## config.mk

```make
export PLATFORM = sky130hd
export DESIGN_NAME = fetch_pfq
export DESIGN_NICKNAME = d
export VERILOG_FILES = /design/src/rtl/fetch_pfq.sv
export SDC_FILE = /design/constraint.sdc
export NUM_CORES = 1
export LEC_CHECK = 0
export CORE_MARGIN = 4
export CORE_UTILIZATION = 50
export CTS_CLUSTER_DIAMETER = 80
export DETAILED_ROUTE_END_ITERATION = 8
export MAX_ROUTING_LAYER = met4
export PLACE_DENSITY_LB_ADDON = 0.3
export SLEW_MARGIN = 20
export SYNTH_ARGS = -nofsm -noshare
export SYNTH_HDL_FRONTEND = slang
export SYNTH_SLANG_ARGS = --single-unit
```

## constraint.sdc

```tcl
create_clock -name clk -period 6.39 [get_ports clk]
set_input_delay 1.278 -clock clk [delete_from_list [all_inputs] [get_ports clk]]
set_output_delay 1.278 -clock clk [all_outputs]
set_load 0.02 [all_outputs]
```

## src/rtl/fetch_pfq.sv

```systemverilog
// Instruction prefetch queue for a mixed RV32/RV16 front end.
// A fixed-latency SRAM fills a circular buffer of 64-bit words. The head
// words are then cut into 16- or 32-bit instructions for decode, and an
// instruction may straddle two words. A redirect flushes everything and
// restarts fetching at a new PC. A misaligned target parks the fetcher
// until the next good redirect.
module fetch_pfq #(
  parameter int DEPTH = 4,
  parameter int PC_W  = 32
) (
  input  logic                      clk,
  input  logic                      cpurst,
  input  logic [PC_W-1:0]           boot_addr,
  input  logic                      redirect,
  input  logic [PC_W-1:0]           redirect_pc,
  output logic                      isram_cs,
  output logic [PC_W-4:0]           isram_adr,
  input  logic [63:0]               instr_fromsram,
  output logic                      dec_valid,
  input  logic                      dec_ready,
  output logic [31:0]               rv32_instr_todec,
  output logic [PC_W-1:0]           fetch_pc,
  output logic                      fe2de_rv16,
  output logic                      fetch_misalign,
  output logic [$clog2(DEPTH):0]    pfq_count
);

  localparam int AW = $clog2(DEPTH);
  localparam int CW = AW + 1;
  localparam logic [CW:0] DEPTH_L = (CW+1)'(DEPTH);

  logic [63:0]      mem_r [DEPTH];
  logic [AW-1:0]    rd_ptr_r;
  logic [AW-1:0]    wr_ptr_r;
  logic [CW-1:0]    count_r;
  logic             inflight_r;
  logic [PC_W-4:0]  req_adr_r;
  logic [PC_W-1:0]  pc_r;
  logic             misalign_r;

  logic [63:0]      head_s;
  logic [15:0]      nxt_lo_s;
  logic [1:0]       hw_s;
  logic [15:0]      lo_half_s;
  logic [31:0]      instr32_s;
  logic             rv16_s;
  logic             straddle_s;
  logic             present_s;
  logic             last_half_s;
  logic             xfer_s;
  logic             pop_s;
  logic             push_s;
  logic             drop_s;
  logic [AW-1:0]    nxt_ptr_s;
  logic [CW:0]      occupancy_s;

  assign nxt_ptr_s = rd_ptr_r + AW'(1);
  assign head_s    = mem_r[rd_ptr_r];
  assign nxt_lo_s  = mem_r[nxt_ptr_s][15:0];
  assign hw_s      = pc_r[2:1];

  // Slice the current halfword and the candidate 32-bit instruction out of the head word(s)
  always_comb begin
    lo_half_s = 16'h0000;
    instr32_s = 32'h0000_0000;
    case (hw_s)
      2'd0: begin
        lo_half_s = head_s[15:0];
        instr32_s = head_s[31:0];
      end
      2'd1: begin
        lo_half_s = head_s[31:16];
        instr32_s = head_s[47:16];
      end
      2'd2: begin
        lo_half_s = head_s[47:32];
        instr32_s = head_s[63:32];
      end
      2'd3: begin
        lo_half_s = head_s[63:48];
        instr32_s = {nxt_lo_s, head_s[63:48]};
      end
      default: begin
        lo_half_s = 16'h0000;
        instr32_s = 32'h0000_0000;
      end
    endcase
  end

  assign rv16_s      = (lo_half_s[1:0] != 2'b11);
  assign straddle_s  = !rv16_s && (hw_s == 2'd3);
  // A straddling RV32 needs the following word to be present as well.
  assign present_s   = straddle_s ? (count_r >= CW'(2)) : (count_r != CW'(0));
  // The head word is exhausted once its top halfword has been consumed.
  assign last_half_s = rv16_s ? (hw_s == 2'd3) : (hw_s >= 2'd2);

  assign dec_valid        = present_s && !misalign_r && !cpurst;
  assign rv32_instr_todec = rv16_s ? {16'h0000, lo_half_s} : instr32_s;
  assign fetch_pc         = pc_r;
  assign fe2de_rv16       = rv16_s;
  assign fetch_misalign   = misalign_r && !cpurst;
  assign pfq_count        = cpurst ? CW'(0) : count_r;
  assign isram_adr        = req_adr_r;

  // A redirect discards any transfer in the same cycle.
  assign xfer_s = dec_valid && dec_ready && !redirect;
  assign pop_s  = xfer_s && last_half_s;
  // A response that meets a redirect belongs to the old stream and is dropped.
  assign drop_s = inflight_r && redirect;
  assign push_s = inflight_r && !drop_s && !cpurst;

  // Outstanding responses count against capacity so a push can never overflow.
  assign occupancy_s = {1'b0, count_r} + {{CW{1'b0}}, inflight_r};
  assign isram_cs    = (occupancy_s < DEPTH_L) && !redirect && !cpurst && !misalign_r;

  // Queue storage: the returned SRAM word lands at the write pointer
  always_ff @(posedge clk) begin
    if (push_s) begin
      mem_r[wr_ptr_r] <= instr_fromsram;
    end
  end

  // Pointers, occupancy, request address, PC and misalign state
  always_ff @(posedge clk) begin
    if (cpurst) begin
      rd_ptr_r   <= AW'(0);
      wr_ptr_r   <= AW'(0);
      count_r    <= CW'(0);
      inflight_r <= 1'b0;
      misalign_r <= 1'b0;
      pc_r       <= boot_addr;
      req_adr_r  <= boot_addr[PC_W-1:3];
    end else if (redirect) begin
      rd_ptr_r   <= AW'(0);
      wr_ptr_r   <= AW'(0);
      count_r    <= CW'(0);
      inflight_r <= 1'b0;
      misalign_r <= redirect_pc[0];
      pc_r       <= redirect_pc;
      req_adr_r  <= redirect_pc[PC_W-1:3];
    end else begin
      inflight_r <= isram_cs;
      if (isram_cs) begin
        req_adr_r <= req_adr_r + (PC_W-3)'(1);
      end
      if (push_s) begin
        wr_ptr_r <= wr_ptr_r + AW'(1);
      end
      if (pop_s) begin
        rd_ptr_r <= rd_ptr_r + AW'(1);
      end
      case ({push_s, pop_s})
        2'b10:   count_r <= count_r + CW'(1);
        2'b01:   count_r <= count_r - CW'(1);
        default: count_r <= count_r;
      endcase
      if (xfer_s) begin
        pc_r <= pc_r + (rv16_s ? PC_W'(2) : PC_W'(4));
      end
    end
  end

endmodule

```

* After elaboration in Yosys (flattened, before gate mapping)
Memory sizes are Yosys's and may differ from the RTL's. A register that Yosys moved wholly into a read port is not among the register bits.
Cells that the tools add are included.
** Operators by class
- $add $sub $neg :: 7
- Shift-type cells :: 0
- Multiplexer cells :: 18
- Divide/modulo/power cells :: 0
- Reductions and logical operators :: 24
- Multipliers :: 0
- Equal/unequal tests :: 6
- $lt $le $gt $ge :: 3
- Bitwise gates (word level) :: 0
** Operators with widths (number)
- 32-bit 2-to-1 mux :: 4
- 32-bit case mux with 4 select lines :: 1
- 29-bit 2-to-1 mux :: 3
- 16-bit case mux with 4 select lines :: 1
- 32-bit by 3-bit adder with 32-bit output :: 1
- 29-bit by 1-bit adder with 29-bit output, second input constant :: 1
- 1-bit logical AND :: 13
- 3-bit nonzero test :: 3
- 2-bit == test, second input constant :: 3
- 3-bit 2-to-1 mux :: 2
- 3-bit case mux with 2 select lines :: 1
- 1-bit zero test :: 5
- 2-bit by 1-bit adder with 2-bit output, second input constant :: 2
- 3-bit by 1-bit adder with 4-bit output :: 1
- 2-bit by 1-bit == test with 1-bit output, second input constant :: 2
- 4-bit by 3-bit < comparator with 1-bit output, second input constant :: 1
- 1-bit 2-to-1 mux :: 4
- 2-bit 2-to-1 mux :: 2
- 3-bit by 1-bit adder with 3-bit output, second input constant :: 1
- 3-bit by 2-bit greater-or-equal comparator with 1-bit output, second input constant :: 1
- 3-bit by 1-bit subtractor with 3-bit output, second input constant :: 1
- 2-bit greater-or-equal comparator, second input constant :: 1
- 2-bit zero test :: 1
- 2-bit != test, second input constant :: 1
- other kinds (2) :: 2
** Word-level totals
- Input bits :: 132
- Register bits after elaboration :: 70
- Bits in latches :: 0
- Bits in writable memories :: 256
- Word-level logic and storage cells :: 66
- Output and inout port bits :: 100
- ROM bits :: 0
- Memories kept :: 1
** Memories
- mem_r :: depth 4, bits a word 64, rd ports 2, clocked after Yosys merged registers in 1, write ports 1, RTL line 32 : logic [63:0] mem_r [DEPTH];

* Depth between registers and ports, before layout
- Word-level depth :: 13
- Depth in mapped cells :: 16
- Mapped depth without buffers :: 12

* Least setup slack after synthesis
OpenSTA, ideal clock, no wires.
- Path type :: in2reg
- From :: input redirect
- To :: memory mem_r[0][0] (enable)
- Library setup time :: 0.429 ns
- Buffers on the path :: 3
- Path slack :: 2.276 ns
- Data arrival time :: 3.685 ns
- Cell stages on the path :: 5
- Data required time :: 5.961 ns
- Path through :: clkbuf_1 > nor2_1 > clkbuf_1 > clkbuf_1 > and3_1
** On the way
- Longest elaborated chain between the ends :: 6
** RTL lines
- from (decl) :: RTL line 14 : input logic redirect,
- 1-bit logical AND :: RTL line 109 : assign drop_s = inflight_r && redirect;
- 1-bit zero test :: RTL line 110 : assign push_s = inflight_r && !drop_s && !cpurst;
- 1-bit logical AND (2 in series) :: RTL line 110
- 1-bit 2-to-1 mux :: RTL line 118 : if (push_s) begin
- 1-bit 2-to-1 mux (implied by the code) :: RTL line 119 : mem_r[wr_ptr_r] <= instr_fromsram;
- to (decl) :: RTL line 32
Every way passes these cells.

==> results_dict.tcl <==
set metrics [dict create \
    status "finished, final reports clean" \
    fin_nets 1332 \
    post_cts_buffers 0 \
    leakagePower_nw 6.39 \
    hold_buffers 0 \
    grtUsageTotal 0.237 \
    layout_common_cells "317 x edfxtp_1, 229 x clkdlybuf4s50_1, 96 x mux4_2" \
    seqPwrFrac 0.471 \
    core.rowCount 63 \
    root_buffer "clkbuf_16" \
    period_share 0.817 \
    route.antenna.remaining_nets 0 \
    cts_resized 0 \
    cp_slowest_cell "dfxtp_4" \
    cp_top_family "flip-flops" \
    crit_chain "mux4_1 > mux2i_1 > o21ai_2 > nand2_1 > clkdlybuf4s50_1" \
    ys_types 55 \
    grt_first_pass_wirelength_mm 59.4 \
    fin_skew_ns 0.0161 \
    max-cap-violations 0 \
    worst-endpoint-required_ns 5.11 \
    synth_top_flop_cell "edfxtp_1" \
    hold_viol 0 \
    final_core_util 0.641 \
    synth.area.top_cells "edfxtp_1 62%, mux4_2 14%, mux4_1 2.4%, nand2_1 1.8%, xnor2_1 1.5%" \
    place_ws_ns 1.65 \
    final_area_sq_mm 0.0192 \
    hpwl_mm 25.5 \
    startpoint_type "flip-flop" \
    syn-num-nets 1100 \
    ys_seq_area_frac 0.635 \
    synth_seq_cells 328 \
    setup_viol 0 \
    synth-edff-count 317 \
    ioPinCount 232 \
    worst_pin_slew_ns 1.09 \
    wire_per_inst_microns 24.2 \
    overflow 0 \
    crit_path_end_kind "output port" \
    maxSlewViolCount 0 \
    synthArstFlopShare 0 \
    comb_power_share 0.132 \
    gp_congestion 0.875 \
    antenna_found_initial 3 \
    synth_top_area_frac 0.621 \
    vias_per_cell 6.11 \
    clock_path_buffers 3 \
    drtIter0Drc 938 \
    netSwitchingFraction 0.239 \
    tns_ns 0 \
    numCtsBuffers 36 \
    critPathMaxFanout 52 \
    synthesis.area_sq_mm 0.0153 \
    pwr-share-clk 0.397 \
    yosysWarnings 0 \
    critPathMaxStageDelay_ns 0.99 \
    yosysTopAreaCell "edfxtp_1" \
    hold-path-cell-count 2 \
    crit_cells 5 \
    syn2layout_area_growth_pct 25.3 \
    die_w_microns 183 \
    crit_buf_inv 1 \
    multiInputGateArea_sq_mm 0.00519 \
    p_int_mw 4.03 \
    initial_utilization 0.512 \
    max_freq_ghz 0.192 \
    critPathKind "flip-flop to output port" \
    clock_latency_ns 0.51 \
    hp-class "flip-flop to flip-flop" \
    numPortBuffers 231 \
    synth_cells 958 \
    period_needed_ns 5.22 \
    grt_pass1_vias 9903 \
    r2r_cells 12 \
    cts_tree "done" \
    register_area_sq_mm 0.00975 \
    routed_wl_mm 39.0 \
    slew_headroom 0.272 \
    peakVddDrop_v 0.000222 \
    fill_cells 2139 \
    power.density_mw_per_mm2 276 \
    num_vias 9844 \
    firstDrtPassIters 5 \
    grt_max_degree 67 \
    worst_slack_ns 1.17 \
    core_sq_mm 0.0300 \
    htreeDepth 2 \
    drive_gt1_frac 0.152 \
    clk_pin_slew_ns 0.06 \
    drc 0 \
    postPlaceCellArea_sq_mm 0.0180 \
    rsz0062_at_grt "false" \
    whs_ns 0.550 \
    die_area_sq_mm 0.0335 \
    avgSynthCellArea_sq_um 16.0 \
    cts.sinks 328 \
    cp_data_arrival_time_ns 3.94 \
    die_height_microns 183 \
    layout_commonest_cell "edfxtp_1" \
    switchingPower_mw 1.27 \
]
[power groups by stage]
stage	clock network (mW)	logic, mW	registers (mW)
after CTS	2.13	0.703	2.49
after global routing	2.23	0.743	2.50
after global placement	0	0.690	2.53
after floorplan	0	0.296	2.58
after detailed placement	0	0.698	2.54
final	2.11	0.699	2.50
[final cells by class]
type / instances / share of cell area
clock buffer: 46 / 0.0505
timing repair buffer: 249 / 0.127
antenna: 3 / 0.000391
inverter: 36 / 0.00704
multi-input combinational: 539 / 0.270
tap: 390 / 0.0254
sequential: 328 / 0.507
clock inverter: 19 / 0.0119
[registers in the layout, summed over array words and instances (netlist names), named ones only]
name and count:
rd_ptr_r 2, fetch_pc 32, misalign_r 1, mem_r 256
inflight_r 1, isram_adr 29, count_r 3, wr_ptr_r 2
[metal layers]
metal	GRT usage	wire length, microns	up-vias
met1	0.325	15800	4964
met4	0.0596	709	0
met3	0.0428	3280	58
li1	-	-	4348
met2	0.373	19100	474
met5	-	0	-
[through the flow]
step / instances / total power, mW
final: 1610 / 5.30
after floorplan: 958 / 2.87
after CTS: 1607 / 5.33
after global placement: 1542 / 3.22
after global routing: 1610 / 5.48
after detailed placement: 1542 / 3.24
[worst min-delay path: cells and delay by family (launching register included)]
| kind | cells | cell delay [ns] |
|---|---|---|
| DFF | 1 | 0.36 |
| xor gates and xnor gates | 1 | 0.08 |
| and+or+nand+nor | 1 | 0.07 |
[cells by family after synthesis]
kind of cell    Yosys count  synth area share
compound gates          119            0.0469
buf+inv                  91            0.0265
xor+xnor                 40            0.0229
simple gates            247            0.0857
flops                   328             0.635
mux                     123             0.174
fa+ha+maj                10           0.00914
[cell usage after synthesis (9+ instances only)]
cell      instances
nor3_1           15
mux2i_1          13
a22oi_1          12
nor4_1           21
dfxtp_1          11
o21ai_1          13
a21oi_1          30
nand3_1          25
edfxtp_1        317
nand4_1          23
mux4_1           14
xnor2_1          26
and3_1           23
clkbuf_1         32
xor2_1           14
o21ai_0          30
buf_2            11
inv_1            32
mux4_2           96
nand2_1          75
and4_1            9
nor2_1           20
o31ai_1           9
[worst paths after layout]
check,startpoint,end,slack [ns]
max,flip-flop,fe2de_rv16,1.17
min,count_r[0],count_r[0],0.55
max reg2reg,flip-flop,fetch_pc[29],1.66
min reg2reg,count_r[0],count_r[0],0.55
Power figures use the tool's default switching activity.
